`src/rtl/mem_arb_pkg.sv`:
```
// Shared types and constants for the fetch/data memory port arbiter.
package mem_arb_pkg;

    typedef enum logic [1:0] {IDLE, REQ, WAIT_RESP, RESP} state_t;
    typedef enum logic [1:0] {NONE, FETCH, DATA} owner_t;

    localparam logic [63:0] ERR_RDATA = 64'hFFFF_FFFF_FFFF_FFFF;

endpackage

```
`src/rtl/rr_arb2.sv`:
```
// Two-requester pick: fixed data priority, or round-robin on the last grant.
module rr_arb2
    import mem_arb_pkg::*;
#(
    parameter int DATA_PRIO = 1
) (
    input  logic   clk,
    input  logic   rst,
    input  logic   i_req_f,
    input  logic   i_req_d,
    input  logic   i_take,
    output owner_t o_pick
);

    logic r_last_d;

    always_comb begin
        o_pick = NONE;
        if (i_req_f && i_req_d) begin
            if (DATA_PRIO != 0 || !r_last_d) o_pick = DATA;
            else                             o_pick = FETCH;
        end else if (i_req_d) begin
            o_pick = DATA;
        end else if (i_req_f) begin
            o_pick = FETCH;
        end
    end

    always_ff @(posedge clk or negedge rst) begin
        if (!rst) begin
            r_last_d <= 1'b0;
        end else if (i_take && o_pick != NONE) begin
            r_last_d <= (o_pick == DATA);
        end
    end

endmodule

```
`src/rtl/mem_port_arbiter.sv`:
```
// Shares one req/gnt/rvalid memory port between instruction fetch and load/store.
//   IDLE      | no transaction; arbitrate and latch winner
//   REQ       | m_req high until m_gnt
//   WAIT_RESP | granted, waiting for m_rvalid or watchdog
//   RESP      | one-cycle response pulse to the owner
module mem_port_arbiter
    import mem_arb_pkg::*;
#(
    parameter int DATA_PRIO = 1,
    parameter int TIMEOUT   = 255
) (
    input  logic        clk,
    input  logic        rst,
    input  logic        if_req,
    input  logic [63:0] if_addr,
    output logic        if_gnt,
    output logic        if_rvalid,
    output logic [31:0] if_rdata,
    output logic        if_err,
    input  logic        d_req,
    input  logic [63:0] d_addr,
    input  logic [63:0] d_wdata,
    input  logic        d_we,
    output logic        d_gnt,
    output logic        d_rvalid,
    output logic [63:0] d_rdata,
    output logic        d_err,
    output logic        m_req,
    output logic [63:0] m_addr,
    output logic [63:0] m_wdata,
    output logic        m_we,
    input  logic        m_gnt,
    input  logic        m_rvalid,
    input  logic [63:0] m_rdata,
    output logic        stray_rsp
);

    localparam int CW = $clog2(TIMEOUT + 1);

    state_t        r_state, w_state_nxt;
    owner_t        r_owner, w_pick;
    logic [CW-1:0] r_cnt, w_cnt_inc;
    logic [63:0]   r_addr, r_wdata, r_rdata;
    logic          r_we, r_err, r_stray;
    logic          w_take, w_capture, w_timeout, w_resp;

    rr_arb2 #(.DATA_PRIO(DATA_PRIO)) u_arb (
        .clk     (clk),
        .rst     (rst),
        .i_req_f (if_req),
        .i_req_d (d_req),
        .i_take  (w_take),
        .o_pick  (w_pick)
    );

    assign w_cnt_inc = r_cnt + CW'(1);

    always_comb begin
        w_state_nxt = r_state;
        w_take      = 1'b0;
        w_capture   = 1'b0;
        w_timeout   = 1'b0;
        unique case (r_state)
            IDLE: begin
                if (w_pick != NONE) begin
                    w_state_nxt = REQ;
                    w_take      = 1'b1;
                end
            end
            REQ: begin
                if (m_gnt) begin
                    w_capture = m_rvalid;
                    if (m_rvalid) w_state_nxt = RESP;
                    else          w_state_nxt = WAIT_RESP;
                end
            end
            WAIT_RESP: begin
                if (m_rvalid) begin
                    w_state_nxt = RESP;
                    w_capture   = 1'b1;
                end else if (w_cnt_inc == CW'(TIMEOUT)) begin
                    w_state_nxt = RESP;
                    w_timeout   = 1'b1;
                end
            end
            RESP:    w_state_nxt = IDLE;
            default: w_state_nxt = IDLE;
        endcase
    end

    always_ff @(posedge clk or negedge rst) begin
        if (!rst) begin
            r_state <= IDLE;
            r_owner <= NONE;
            r_addr  <= '0;
            r_wdata <= '0;
            r_we    <= 1'b0;
            r_cnt   <= '0;
            r_rdata <= '0;
            r_err   <= 1'b0;
            r_stray <= 1'b0;
        end else begin
            r_state <= w_state_nxt;
            if (w_take) begin
                r_owner <= w_pick;
                if (w_pick == DATA) begin
                    r_addr  <= d_addr;
                    r_wdata <= d_wdata;
                    r_we    <= d_we;
                end else begin
                    r_addr  <= if_addr;
                    r_wdata <= '0;
                    r_we    <= 1'b0;
                end
            end else if (r_state == RESP) begin
                r_owner <= NONE;
            end
            if (r_state == WAIT_RESP) r_cnt <= w_cnt_inc;
            else if (r_state == RESP) r_cnt <= '0;
            // store acknowledges carry no data
            if (w_capture) begin
                r_rdata <= r_we ? 64'd0 : m_rdata;
                r_err   <= 1'b0;
            end else if (w_timeout) begin
                r_rdata <= ERR_RDATA;
                r_err   <= 1'b1;
            end
            if (m_rvalid && (r_state == IDLE || r_state == RESP || (r_state == REQ && !m_gnt)))
                r_stray <= 1'b1;
        end
    end

    assign w_resp    = (r_state == RESP);
    assign m_req     = (r_state == REQ);
    assign m_addr    = r_addr;
    assign m_wdata   = r_wdata;
    assign m_we      = r_we;
    assign stray_rsp = r_stray;

    assign if_gnt    = m_req && m_gnt && (r_owner == FETCH);
    assign d_gnt     = m_req && m_gnt && (r_owner == DATA);
    assign if_rvalid = w_resp && (r_owner == FETCH);
    assign d_rvalid  = w_resp && (r_owner == DATA);
    assign if_err    = if_rvalid && r_err;
    assign d_err     = d_rvalid && r_err;
    assign if_rdata  = if_rvalid ? (r_addr[2] ? r_rdata[63:32] : r_rdata[31:0]) : 32'd0;
    assign d_rdata   = d_rvalid ? r_rdata : 64'd0;

endmodule

```
`config.mk`:
```
export PLATFORM = sky130hd
export DESIGN_NAME = mem_port_arbiter
export DESIGN_NICKNAME = d
export VERILOG_FILES = /design/src/rtl/mem_arb_pkg.sv /design/src/rtl/rr_arb2.sv /design/src/rtl/mem_port_arbiter.sv
export SDC_FILE = /design/constraint.sdc
export NUM_CORES = 1
export LEC_CHECK = 0
export ABC_CLOCK_PERIOD_IN_PS = 1990
export CAP_MARGIN = 40
export CORE_AREA = 2 2 195 197
export CTS_BUF_LIST = sky130_fd_sc_hd__clkbuf_2 sky130_fd_sc_hd__clkbuf_4 sky130_fd_sc_hd__clkbuf_8
export CTS_CLUSTER_SIZE = 25
export DETAILED_ROUTE_END_ITERATION = 7
export DIE_AREA = 0 0 197 199
export RECOVER_POWER = 50
export SLEW_MARGIN = 30
export SYNTH_ARGS = -nofsm -noshare
export SYNTH_HDL_FRONTEND = slang
export SYNTH_HIERARCHICAL = 1
export SYNTH_SLANG_ARGS = --single-unit
```
`constraint.sdc`:
```
create_clock -name clk -period 1.99 [get_ports clk]
set_input_delay 0.4975 -clock clk [delete_from_list [all_inputs] [get_ports clk]]
set_output_delay 0.4975 -clock clk [all_outputs]
set_load 0.01 [all_outputs]
```
==> results by group, run 1 <==
Logic synthesis
  • Warnings, synthesis: 6
  • Post-Synthesis Cell Area: 10400 um^2
  • Syn Nets: 1313
  • Cell count after synthesis: 1044
  • Post-Syn Area per Cell: 9.92 um^2

Worst setup path
  • CP required: 1.49 ns
  • Largest stage delay on the critical path: 0.41 ns
  • FF-to-FF path depth: 11
  • Setup crit end: d_rdata[21]
  • Crit-path slowest cell: dfrtp_1
  • R2R Setup Slk: -0.27 ns
  • Worst-path maximum fanout: 8
  • Crit. Startpoint: r_state[1]
  • Worst Setup Path Type: flop to output port
  • Worst R2R End: r_rdata[0]
  • Worst-path cell chain: ha_4 > and3b_2 > buf_12 > clkbuf_16 > and2_4 > buf_6
  • Worst setup SP type: flop
  • R2r startpoint: r_cnt[1]
  • CP Capture Type: output port
  • CP arrival: 1.98 ns

Clock tree
  • # clock sinks: 207
  • Longest Clk Path Bufs: 3
  • Clk_lat worst skew: 0.56 ns
  • Number of buffers created by CTS: 39
  • CTS tree: built
  • Clk slew on worst S/H paths: 0.06 ns
  • Htree depth: 2
  • Root Buffer Master: clkbuf_8

Die
  • Initial core utilization: 0.279
  • Core area: 37100 um^2
  • Die area: 39200 um^2
  • Die X: 197 um
  • Row count: 71
  • Top-level I/O count: 496
  • Die Ht: 199 um

Place
  • Post-DP HPWL: 27600 um
  • Place WS: -0.430 ns
  • GPL Wtd Cong: 0.786
  • Port buffer count: 495
  • Cell count after placement: 1979
  • Cell Area, Placed: 16400 um^2

Timing
  • Total negative slack: -56.67 ns
  • PnR worst setup slack: -0.492 ns
  • Slew @ Worst Pin: 1.19 ns
  • Slew margin rel.: 0.207
  • Min Hold Slack: 0.381 ns
  • Final hold vios: 0
  • Count of pins over their slew limit: 0
  • # setup viols final: 170
  • RSZ-0062 raised after global routing: yes
  • Tcrit/Tclk final: 1.25
  • FMAX: 0.403 GHz
  • Clock skew: 0.0294 ns
  • Fin crit period: 2.48 ns

Route
  • Detailed-route vias per instance: 4.98
  • Pre-Repair DR Iteration Count: 4
  • Starting DRT DRC Count: 375
  • Wire per inst: 20.6 um
  • Via count: 10409
  • Final ANT Viol Nets: 0
  • Drt total wl: 43000 um
  • # DRC: 0

Cells and area
  • Layout cells sized above 1: 0.317
  • Fin cells: 2089
  • Area Overhead vs Synth: 84.8%
  • Fill count: 3276
  • Multi-input logic area: 5770 um^2
  • Nets: 1856
  • Final Util: 0.516
  • Final Cell Area: 19100 um^2
  • Register area: 5180 um^2

Pwr
  • PD cells: 1340 nW/um^2
  • Leak pwr: 9.33 nW
  • Total power: 25.7 mW
  • Peak supply drop: 0.000561 V

Global route
  • Total track usage: 0.187
  • Largest net degree at the start of global routing: 98
  • Initial antenna violation count: 2
  • Congestion Overflow GR: 0
  • First-pass GRT wire length: 57800 um
  • Vias in the first global route: 10060

Run status
  • Failing checks: setup timing
  • Outcome: finished, violations left

Min path
  • Hold crit path type: input pin to flop

Run
  • Max Cap Viol: 0
-- timing repair --
item,in CTS,in global routing
resized for setup,150,681
endpoints found under the hold margin,31,0
hold buffers,1,0
buffers inserted,0,23
pin swaps,0,30
cloned,0,20
setup endpoints to repair,287,324
-- how the worst min path moves through the flow --
| stage | depth (start not counted) | to | startpoint |
|---|---|---|---|
| final | 3 | r_owner[1] | d_req |
| after global routing | 3 | r_owner[1] | d_req |
| after CTS | 3 | r_owner[1] | d_req |
| after detailed placement | 1 | stray_rsp | stray_rsp |
| after global placement | 1 | stray_rsp | stray_rsp |
| after floorplan | 0 | m_addr[0] | rst |
-- worst max-delay path: cells and delay by family, from the launching register on --
kind | cells | cell delay (ns)
buffers and inverters | 3 | 0.43
and+or+nand+nor | 2 | 0.40
adders and majority gates | 1 | 0.18
DFF | 1 | 0.41
-- sequential cells by signal, indices dropped and copies added (netlist names) --
signal,count
m_addr,64
m_wdata,64
r_rdata,64
r_cnt,8
r_owner,2
r_state,2
m_we,1
r_err,1
stray_rsp,1
-- cell type report --
cell class / instances / area share
repair buffers: 605 / 0.353
multi-input cells: 728 / 0.301
flip-flops and latches: 207 / 0.271
clock buffers: 61 / 0.0403
well taps: 474 / 0.0310
clock inverters: 6 / 0.00190
inverters: 6 / 0.00144
diodes: 2 / 0.000261
-- per-layer routing --
layer / share of wire / wire (um) / global-route usage / up-vias
li1: - / - / - / 4860
met1: 0.41 / 17700 / 0.231 / 5077
met2: 0.49 / 21200 / 0.317 / 399
met3: 0.069 / 2990 / 0.0500 / 69
met4: 0.024 / 1020 / 0.0652 / 4
met5: 0.00067 / 29 / 0 / -
-- cells in the final DEF, fill, tap and decap left out, types with 29 or more instances in the layout --
master           count
clkdlybuf4s50_1    264
buf_12              32
nand3b_1            67
dlymetal6s2s_1     126
buf_6               88
buf_4               39
o22ai_1             64
clkbuf_8            50
buf_2               30
a22o_1              65
a21oi_1             75
a21oi_2             54
mux2i_1             29
nor3_4              40
nand2b_1            66
and2_4              53
dfrtp_1            206
o21ai_0             72
-- report_power, final --
part | switching, mW | internal, mW | total, mW
Combinational | 6.02 | 7.41 | 13.4
Clock | 1.89 | 2.45 | 4.34
Sequential | 1.87 | 6.10 | 7.96
Total | 9.77 | 16.0 | 25.7
Note: power is estimated with default switching activity, not from simulation.
==> inputs of run 2 (changes only) <==
--- a/config.mk
+++ b/config.mk
@@ -5,13 +5,14 @@
 export SDC_FILE = /design/constraint.sdc
 export NUM_CORES = 1
 export LEC_CHECK = 0
+export ABC_AREA = 1
 export ABC_CLOCK_PERIOD_IN_PS = 1990
 export CAP_MARGIN = 40
-export CORE_AREA = 2 2 195 197
+export CORE_AREA = 2 2 194 196
 export CTS_BUF_LIST = sky130_fd_sc_hd__clkbuf_2 sky130_fd_sc_hd__clkbuf_4 sky130_fd_sc_hd__clkbuf_8
 export CTS_CLUSTER_SIZE = 25
 export DETAILED_ROUTE_END_ITERATION = 7
-export DIE_AREA = 0 0 197 199
+export DIE_AREA = 0 0 196 198
 export RECOVER_POWER = 50
 export SLEW_MARGIN = 30
 export SYNTH_ARGS = -nofsm -noshare
==> run 2 against run 1 <==
Compared with the run above: the flow still finishes with violations (setup timing); global-route usage up 4.6 points; via count up 13%; highest routed layer unchanged; first-iteration DRC count grew 9.6%; clock power is 8.8% higher; critical path type unchanged; total power is 3.4% higher; setup slack worse by 0.0050 ns; register-to-register slack about the same; cell area shrank 1.3%.
==> results by group, run 2 <==
Run status
  • Outcome: finished, violations left
  • Failing checks: setup timing

Place
  • Port buffer count: 495 (unchanged)
  • Post-DP HPWL: 32800 um (+19%)
  • Cell count after placement: 2356 (+19%)
  • GPL Wtd Cong: 0.876 (+11%)

Worst setup path
  • Worst R2R End: r_rdata[56]
  • Worst-path maximum fanout: 8 (unchanged)
  • Crit-path slowest cell: dfrtp_1
  • Setup crit end: d_rdata[20]
  • R2r startpoint: r_state[0]
  • Worst-path cell chain: ha_4 > inv_4 > nor3_4 > inv_2 > buf_12 > buf_16 > nor2_2 > buf_2
  • FF-to-FF path depth: 16 (+5)
  • Worst Setup Path Type: flop to output port
  • Crit. Startpoint: r_state[0]
  • Worst setup SP type: flop
  • CP Capture Type: output port
  • R2R Setup Slk: -0.28 ns (about the same)
  • CP arrival: 1.99 ns (about the same)
  • CP required: 1.49 ns (about the same)
  • Largest stage delay on the critical path: 0.40 ns (about the same)

Logic synthesis
  • Area contributors post-synth: dfrtp_1 (49%), nand2_1 (17%), o21ai_0 (6.3%), nor2_1 (6.1%), nand3_2 (4.8%)
  • Mux contribution to synthesized area: 0
  • Count leader, synth: nand2_1
  • Synth Area in Adders: 0.00710
  • Ys async rst share: 1.00
  • Register area share after synthesis: 0.490
  • Synth top area share: 0.490
  • #FFs+latches synth: 207
  • Primary FF master, synth: dfrtp_1
  • Post-synth EDFFs: 0
  • Warnings, synthesis: 6 (unchanged)
  • Post-Syn Area per Cell: 7.62 um^2 (-23%)
  • Simple-Gate Fraction of Synth Area: 0.331
  • Cell variety after synth: 25
  • Post-Synthesis Cell Area: 10600 um^2 (+2.1%)
  • Post-Synth XOR/XNOR Area: 0.000829
  • Largest area contributor in the netlist: dfrtp_1
  • Cell count after synthesis: 1388 (+33%)
  • Synth top cells by count: nand2_1 (483), dfrtp_1 (207), nor2_1 (171), o21ai_0 (134), inv_1 (90)
  • Syn Nets: 1657 (+26%)
  • Main combinational cell family by area after synthesis: simple AND/OR/NAND/NOR gates
  • Post-synthesis compound-gate area fraction: 0.0915

Pwr
  • Peak supply drop: 0.000716 V (+28%)
  • P_int: 15.5 mW (-3.0%)
  • Switching part of the total power: 0.418 (+0.0383)
  • Switching pwr: 11.1 mW (+14%)
  • Sequential share of power: 0.293 (-0.016)
  • Combinational power share: 0.530 (+0.008)
  • PD cells: 1410 nW/um^2 (+4.7%)
  • Total power: 26.6 mW (+3.4%)
  • Leak pwr: 9.41 nW (+0.83%)
  • Clk pwr share: 0.177 (+0.008)

Clock tree
  • Clk_lat worst skew: 0.55 ns (about the same)
  • Htree depth: 2 (unchanged)
  • Clk slew on worst S/H paths: 0.06 ns (about the same)
  • # clock sinks: 207 (unchanged)
  • CTS tree: built
  • Number of buffers created by CTS: 40 (+2.6%)
  • Longest Clk Path Bufs: 3 (unchanged)
  • Root Buffer Master: clkbuf_8

Cells and area
  • Nets: 2238 (+21%)
  • Most common cell after layout, fill and taps aside: nand2_1
  • Most frequent cells in the layout: nand2_1 (478), clkdlybuf4s50_1 (278), dfrtp_1 (206)
  • N_diodes: 0 (-2)
  • Area Overhead vs Synth: 78.8%
  • Final Util: 0.512 (-0.00406)
  • Layout cells sized above 1: 0.251 (-0.0654)
  • Fin cells: 2471 (+18%)

Route
  • Pre-Repair DR Iteration Count: 5 (+1)
  • Top Layer Used: met5
  • Met2 Routed Length: 23900 um (+13%)
  • Metal-1 WL: 17500 um (-1.1%)
  • Drt total wl: 47600 um (+11%)
  • # DRC: 0 (unchanged)
  • Via count: 11746 (+13%)
  • Final ANT Viol Nets: 0 (unchanged)
  • Starting DRT DRC Count: 411 (+9.6%)
  • Wire per inst: 19.3 um (-6.4%)
  • Met3 wire len: 3820 um (+28%)
  • Detailed-route vias per instance: 4.75 (-4.6%)

Run
  • Max Cap Viol: 0 (unchanged)

Die
  • Die Ht: 198 um (-0.50%)
  • Die X: 196 um (-0.51%)
  • Die area: 38800 um^2 (-1.0%)
  • Core area: 37000 um^2 (-0.48%)
  • Row count: 71 (unchanged)
  • Initial core utilization: 0.286 (+0.00710)
  • Top-level I/O count: 496 (unchanged)

Timing
  • FMAX: 0.402 GHz (-0.20%)
  • Fin crit period: 2.49 ns (+0.00496 ns)
  • Slew margin rel.: 0.212 (+0.00490)
  • PnR worst setup slack: -0.497 ns (-0.00496 ns)
  • RSZ-0062 raised after global routing: yes
  • Clock skew: 0.0268 ns (-0.00261 ns)
  • Total negative slack: -56.04 ns (+0.637 ns)
  • Count of pins over their slew limit: 0 (unchanged)
  • # setup viols final: 168 (-1.2%)
  • Slew @ Worst Pin: 1.18 ns (-0.00735 ns)
  • Tcrit/Tclk final: 1.25 (+0.00249)
  • Final hold vios: 0 (unchanged)

Global route
  • Initial antenna violation count: 4 (+2)
  • Largest net degree at the start of global routing: 65 (-34%)
  • Total track usage: 0.234 (+0.0465)
  • Vias in the first global route: 11699 (+16%)
  • Congestion Overflow GR: 0 (unchanged)
  • First-pass GRT wire length: 69400 um (+20%)

Min path
  • Hold crit path type: flop to flop
  • Hold Path Stages: 2 (-1)
-- run 2: metal layers --
metal / up-vias / global-route usage
met5: - / 0
met4: 6 / 0.105
met3: 105 / 0.0678
met2: 481 / 0.411
met1: 5592 / 0.263
li1: 5562 / -
-- run 2: layout make-up --
cell class	instances	area (um^2)
repair buffers	640	6670
well taps	474	593
clock inverters	7	115
fillers	3509	18100
multi-input cells	988	5210
flip-flops and latches	207	5180
inverters	92	368
clock buffers	63	767
-- run 2: how the worst min path moves through the flow --
stage,from,to,slack (ns)
floorplan,rst,m_addr[0],0.20
global placement,rst,r_rdata[38],0.41
detailed placement,rst,r_rdata[38],0.42
CTS,rst,r_rdata[38],0.44
global route,d_wdata[40],m_wdata[40],0.47
finish,stray_rsp,stray_rsp,0.46
-- run 2: metrics by stage --
stage | setup WS, ns | hold slack, ns | instance area (um^2)
after floorplan | -0.0462 | 0.202 | 10700
after global routing | -0.589 | 0.473 | 18900
after detailed placement | -0.381 | 0.416 | 16800
after CTS | -0.539 | 0.442 | 18300
after global placement | -0.327 | 0.413 | 16800
final | -0.497 | 0.458 | 18900
-- run 2: cells by family after synthesis --
logic type / after synthesis
buffers and inverters: 193
AOI/OAI and AO/OA: 176
and+or+nand+nor: 805
DFF: 207
xor gates and xnor gates: 1
adders and majority gates: 6
-- run 2: power by group through the flow --
| stage | clock (mW) | combinational [mW] | sequential (mW) |
|---|---|---|---|
| after floorplan | 0 | 5.17 | 8.15 |
| after global placement | 0 | 12.4 | 7.75 |
| after detailed placement | 0 | 12.5 | 7.82 |
| after CTS | 4.83 | 13.4 | 7.75 |
| after global routing | 5.03 | 15.3 | 8.03 |
| final | 4.72 | 14.1 | 7.79 |
-- run 2: timing repair --
item,4_1_cts,5_1_grt
endpoints found under the hold margin,26,0
resized for setup,625,155
hold buffers,1,0
cloned,16,7
setup buffers,20,5
endpoints found under the setup margin,225,294
pin swaps,7,11
-- run 2: worst max-delay path, delay by kind of cell (launching register included) --
kind,cells,cell delay [ns]
adders and majority gates,1,0.17
buffers and inverters,5,0.60
DFF,1,0.40
and+or+nand+nor,2,0.27
==> inputs of run 3 (changes only) <==
--- a/config.mk
+++ b/config.mk
@@ -10,6 +10,7 @@
 export CAP_MARGIN = 40
 export CORE_AREA = 2 2 194 196
 export CTS_BUF_LIST = sky130_fd_sc_hd__clkbuf_2 sky130_fd_sc_hd__clkbuf_4 sky130_fd_sc_hd__clkbuf_8
+export CTS_CLUSTER_DIAMETER = 50
 export CTS_CLUSTER_SIZE = 25
 export DETAILED_ROUTE_END_ITERATION = 7
 export DIE_AREA = 0 0 196 198
==> run 3 against run 2 <==
Compared with the run above: the flow still finishes with violations (setup timing); cell count fell by 0.24%; wire length grew 1.1%; flip-flop and latch count unchanged; clock skew is 0.010 ns lower.
==> results by group, run 3 (synthesized netlist as in run 2, its figures left out) <==
Timing
  • # setup viols final: 168 (unchanged)
  • Fin crit period: 2.56 ns (+0.0723 ns)
  • Min Hold Slack: 0.449 ns (-0.00938 ns)
  • Clock skew: 0.0167 ns (-0.0101 ns)
  • Slew margin rel.: 0.198 (-0.0141)
  • PnR worst setup slack: -0.569 ns (-0.0723 ns)
  • Total negative slack: -60.83 ns (-4.79 ns)
  • Final hold vios: 0 (unchanged)
  • RSZ-0062 raised after global routing: yes
  • Tcrit/Tclk final: 1.29 (+0.0363)
  • Slew @ Worst Pin: 1.20 ns (+0.0211 ns)
  • Count of pins over their slew limit: 0 (unchanged)
  • FMAX: 0.391 GHz (-2.8%)

Cells and area
  • Register area: 5180 um^2 (unchanged)
  • N_diodes: 0 (unchanged)
  • Most common cell after layout, fill and taps aside: nand2_1
  • Layout cells sized above 1: 0.253 (+0.00126)
  • Nets: 2239 (+0.045%)
  • Final Cell Area: 18900 um^2 (about the same)
  • Fill count: 3521 (+0.34%)
  • Most frequent cells in the layout: nand2_1 (478), clkdlybuf4s50_1 (261), dfrtp_1 (206)
  • Area Overhead vs Synth: 78.7% (about the same)
  • Final Util: 0.511 (about the same)
  • Multi-input logic area: 5300 um^2 (+1.7%)

Clock tree
  • Clk slew on worst S/H paths: 0.08 ns (+0.02 ns)
  • Root Buffer Master: clkbuf_8
  • Clk_lat worst skew: 0.60 ns (+0.05 ns)
  • Longest Clk Path Bufs: 3 (unchanged)
  • Htree depth: 1 (-1)
  • Number of buffers created by CTS: 29 (-28%)
  • # clock sinks: 207 (unchanged)
  • CTS tree: built

Global route
  • Total track usage: 0.234 (about the same)
  • Congestion Overflow GR: 0 (unchanged)
  • Initial antenna violation count: 4 (unchanged)
  • First-pass GRT wire length: 69600 um (+0.21%)
  • Largest net degree at the start of global routing: 65 (unchanged)
  • Vias in the first global route: 11611 (-0.75%)

Die
  • Row count: 71 (unchanged)
  • Initial core utilization: 0.286 (unchanged)
  • Top-level I/O count: 496 (unchanged)
  • Die Ht: 198 um (unchanged)
  • Core area: 37000 um^2 (unchanged)
  • Die area: 38800 um^2 (unchanged)
  • Die X: 196 um (unchanged)

Route
  • Starting DRT DRC Count: 501 (+22%)
  • Pre-Repair DR Iteration Count: 5 (unchanged)
  • Via count: 11774 (+0.24%)
  • # DRC: 0 (unchanged)
  • Wire per inst: 19.5 um (+1.3%)
  • Final ANT Viol Nets: 0 (unchanged)
  • Drt total wl: 48100 um (+1.1%)
  • Detailed-route vias per instance: 4.78 (+0.48%)

Worst setup path
  • Worst-path maximum fanout: 8 (unchanged)
  • Worst setup SP type: flop
  • CP arrival: 2.06 ns (+0.07 ns)
  • CP required: 1.49 ns (about the same)
  • CP Capture Type: output port
  • Worst Setup Path Type: flop to output port

Pwr
  • Peak supply drop: 0.000764 V (+6.7%)
  • Leak pwr: 9.30 nW (-1.1%)
  • PD cells: 1370 nW/um^2 (-3.0%)

Run
  • Max Cap Viol: 0 (unchanged)

Place
  • GPL Wtd Cong: 0.876 (unchanged)
  • Cell Area, Placed: 16800 um^2 (unchanged)
  • Port buffer count: 495 (unchanged)
  • Post-DP HPWL: 32800 um (unchanged)

Run status
  • Failing checks: setup timing
  • Outcome: finished, violations left

Min path
  • Hold crit path type: input pin to flop
run 3: cell type report:
cell class | instances | share of cell area
Timing Repair Buffer | 651 | 0.361
Multi-Input combinational cell | 989 | 0.280
Clock inverter | 17 | 0.00901
Inverter | 92 | 0.0193
Clock buffer | 35 | 0.0245
Sequential cell | 207 | 0.274
Tap cell | 474 | 0.0314
run 3: power breakdown:
part	switching (mW)	internal, mW	total [mW]
registers	1.45	6.31	7.76
clock network	1.86	1.85	3.71
logic	7.95	6.38	14.3
total	11.3	14.5	25.8
run 3: timing repair:
item	CTS	global route
hold buffers	1	0
resized for setup	698	154
gates cloned	19	8
buffers inserted	24	11
setup endpoints to repair	268	276
pin swaps	9	12
endpoints found under the hold margin	26	0
run 3: worst paths after layout:
path	slack, ns	endpoint	depth (start not counted)	from
worst max register to register	-0.18	r_rdata[30]	16	r_state[0]
max in group asynchronous	0.20	r_rdata[22]	3	rst
worst min-delay path	0.45	m_wdata[8]	3	d_wdata[8]
min in group asynchronous	0.72	r_rdata[38]	2	rst
worst max-delay path	-0.57	d_rdata[49]	8	r_state[0]
worst min register to register	0.47	stray_rsp	2	stray_rsp
run 3: routing by layer:
metal / routed length [um] / GRT usage
met5: 41 / 0
met4: 2000 / 0.0965
met3: 3960 / 0.0603
met2: 24100 / 0.417
met1: 18000 / 0.267
run 3: metrics by stage:
stage                     setup WS (ns)  total power [mW]  std cells
after floorplan                 -0.0462              13.3       1388
after global placement           -0.327              20.1       2356
after detailed placement         -0.381              20.3       2356
after CTS                        -0.586              24.9       2449
after global routing             -0.671              27.5       2465
final                            -0.569              25.8       2465
run 3: worst max-delay path, cell delays in order, from the launching register on:
cell     delay (ns)
dfrtp_1        0.41
ha_4           0.17
inv_4          0.05
nor3_4         0.18
inv_2          0.09
buf_12         0.16
buf_16         0.17
nor2_2         0.08
buf_2          0.13
==> variant (flow settings as in run 1) <==
The parameter `TIMEOUT` goes from 255 to 510.
--- a/src/rtl/mem_port_arbiter.sv
+++ b/src/rtl/mem_port_arbiter.sv
@@ -7,7 +7,7 @@
     import mem_arb_pkg::*;
 #(
     parameter int DATA_PRIO = 1,
-    parameter int TIMEOUT   = 255
+    parameter int TIMEOUT   = 510
 ) (
     input  logic        clk,
     input  logic        rst,
Function: no difference found for any inputs over 4 cycles, from zero or initial values and one cycle with rst low; that may be too few to reach the edited logic, so the function may still have changed.
==> variant against run 1 <==
  * The run still ends with negative setup slack left
  * Sequential power is 2% lower
  * Routed wire length is 5.9% higher
  * Worst setup slack worse by 0.040 ns
  * Power is 2.8% lower
  * Synthesized area is 2.6% higher
  * First-iteration DRC count is 38% higher
  * Sequential cell count is 1 higher
  * Clock power is 3% higher
  * Design area is 4.0% lower
  * Highest routed layer is now met4
==> variant: results (changes against run 1) <==
{
  "outcome": {"value": "finished, violations left", "change": "unchanged"},
  "failing_checks": {"value": "negative setup slack", "change": "unchanged"},
  "largest_vdd_supply_drop": {"value": 0.711, "unit": "mV", "change": "was 0.561 mV"},
  "first_global_vias": {"value": 11000, "change": "was 10100"},
  "netlist_instances": {"value": 1068, "change": "was 1044"},
  "final.setup.worst_slack": {"value": -0.532, "unit": "ns", "change": "was -0.492 ns"},
  "worstHoldPathType": {"value": "reg -> reg", "change": "was in -> reg"},
  "max_stage_delay": {"value": 0.38, "unit": "ns", "change": "was 0.41 ns"},
  "leakagePower": {"value": 0.00798, "unit": "uW", "change": "was 0.00933 uW"},
  "drt_iter0_markers": {"value": 518, "change": "was 375"},
  "synth.net_count": {"value": 1337, "change": "was 1313"},
  "reg2reg_to": {"value": "r_rdata[58]$_DFFE_PN0P_", "change": "was r_rdata[0]$_DFFE_PN0P_"},
  "first_pass_grt_wire_length": {"value": 66100, "unit": "um", "change": "was 57800 um"},
  "num-nets-final": {"value": 1888, "change": "was 1856"},
  "dp_hpwl": {"value": 30300, "unit": "um", "change": "was 27600 um"},
  "fin_worst_hold_slack": {"value": 0.471, "unit": "ns", "change": "was 0.381 ns"},
  "internal-power": {"value": 15300, "unit": "uW", "change": "was 16000 uW"},
  "crit_end": {"value": "d_rdata[50]", "change": "was d_rdata[21]"},
  "final_layout_size_suffix_gt1_share": {"value": 27.8, "unit": "%", "change": "was 31.7%"},
  "whs_path_depth": {"value": 1, "change": "was 3"},
  "placed_cells_incl_taps": {"value": 2015, "change": "was 1979"},
  "dr_pass1_iterations": {"value": 5, "change": "was 4"},
  "fin_skew": {"value": 0.0201, "unit": "ns", "change": "was 0.0294 ns"},
  "setup-violations-final": {"value": 299, "change": "was 170"},
  "cts_resized": {"value": 648, "change": "was 150"},
  "fill_cells": {"value": 3516, "change": "was 3276"},
  "timing.rr.start": {"value": "r_state[0]$_DFFE_PN0P_", "change": "was r_cnt[1]$_DFFE_PN0P_"},
  "post_cts_buffers": {"value": 19, "change": "was 0"},
  "place_congestion": {"value": 0.894, "change": "was 0.786"},
  "average_detailed_routed_wire_length_per_instance": {"value": 21.5, "unit": "um", "change": "was 20.6 um"},
  "hold_end": {"value": "stray_rsp$_DFFE_PN0P_", "change": "was r_owner[1]$_DFFE_PN0P_"},
  "post_dp_cell_area": {"value": 0.0167, "unit": "mm2", "change": "was 0.0164 mm2"},
  "setup_total_neg_slack": {"value": -80.26, "unit": "ns", "change": "was -56.67 ns"},
  "postRouteWirelength": {"value": 45500, "unit": "um", "change": "was 43000 um"},
  "reg2reg_slack": {"value": -0.25, "unit": "ns", "change": "was -0.27 ns"}
}
variant: power groups by stage:
stage | Sequential, uW | Combinational, uW | Clock, uW
after floorplan | 7770 | 5900 | 0
after global placement | 7750 | 11800 | 0
after detailed placement | 7730 | 12100 | 0
after CTS | 7720 | 12300 | 4580
after global routing | 8000 | 13800 | 4780
final | 7770 | 12800 | 4450
variant: cell type report:
cell class	count	area (um2)	area share [%]
clock inverters	6	55.1	0.300
inverters	11	43.8	0.238
multi-input cells	745	5380	29.3
clock buffers	59	768	4.18
well taps	474	593	3.23
repair buffers	614	6330	34.4
flip-flops and latches	208	5210	28.3
diodes	2	5.00	0.0272
variant: layer usage:
metal / vias to the layer above / part of all wire, % / global-route usage (%) / wire (um)
li1: 4967 / - / - / -
met1: 5302 / 41 / 27.5 / 18800
met2: 380 / 48 / 36.0 / 22000
met3: 89 / 7.0 / 6.32 / 3180
met4: 0 / 3.3 / 8.58 / 1500
met5: - / 0 / 0 / 0
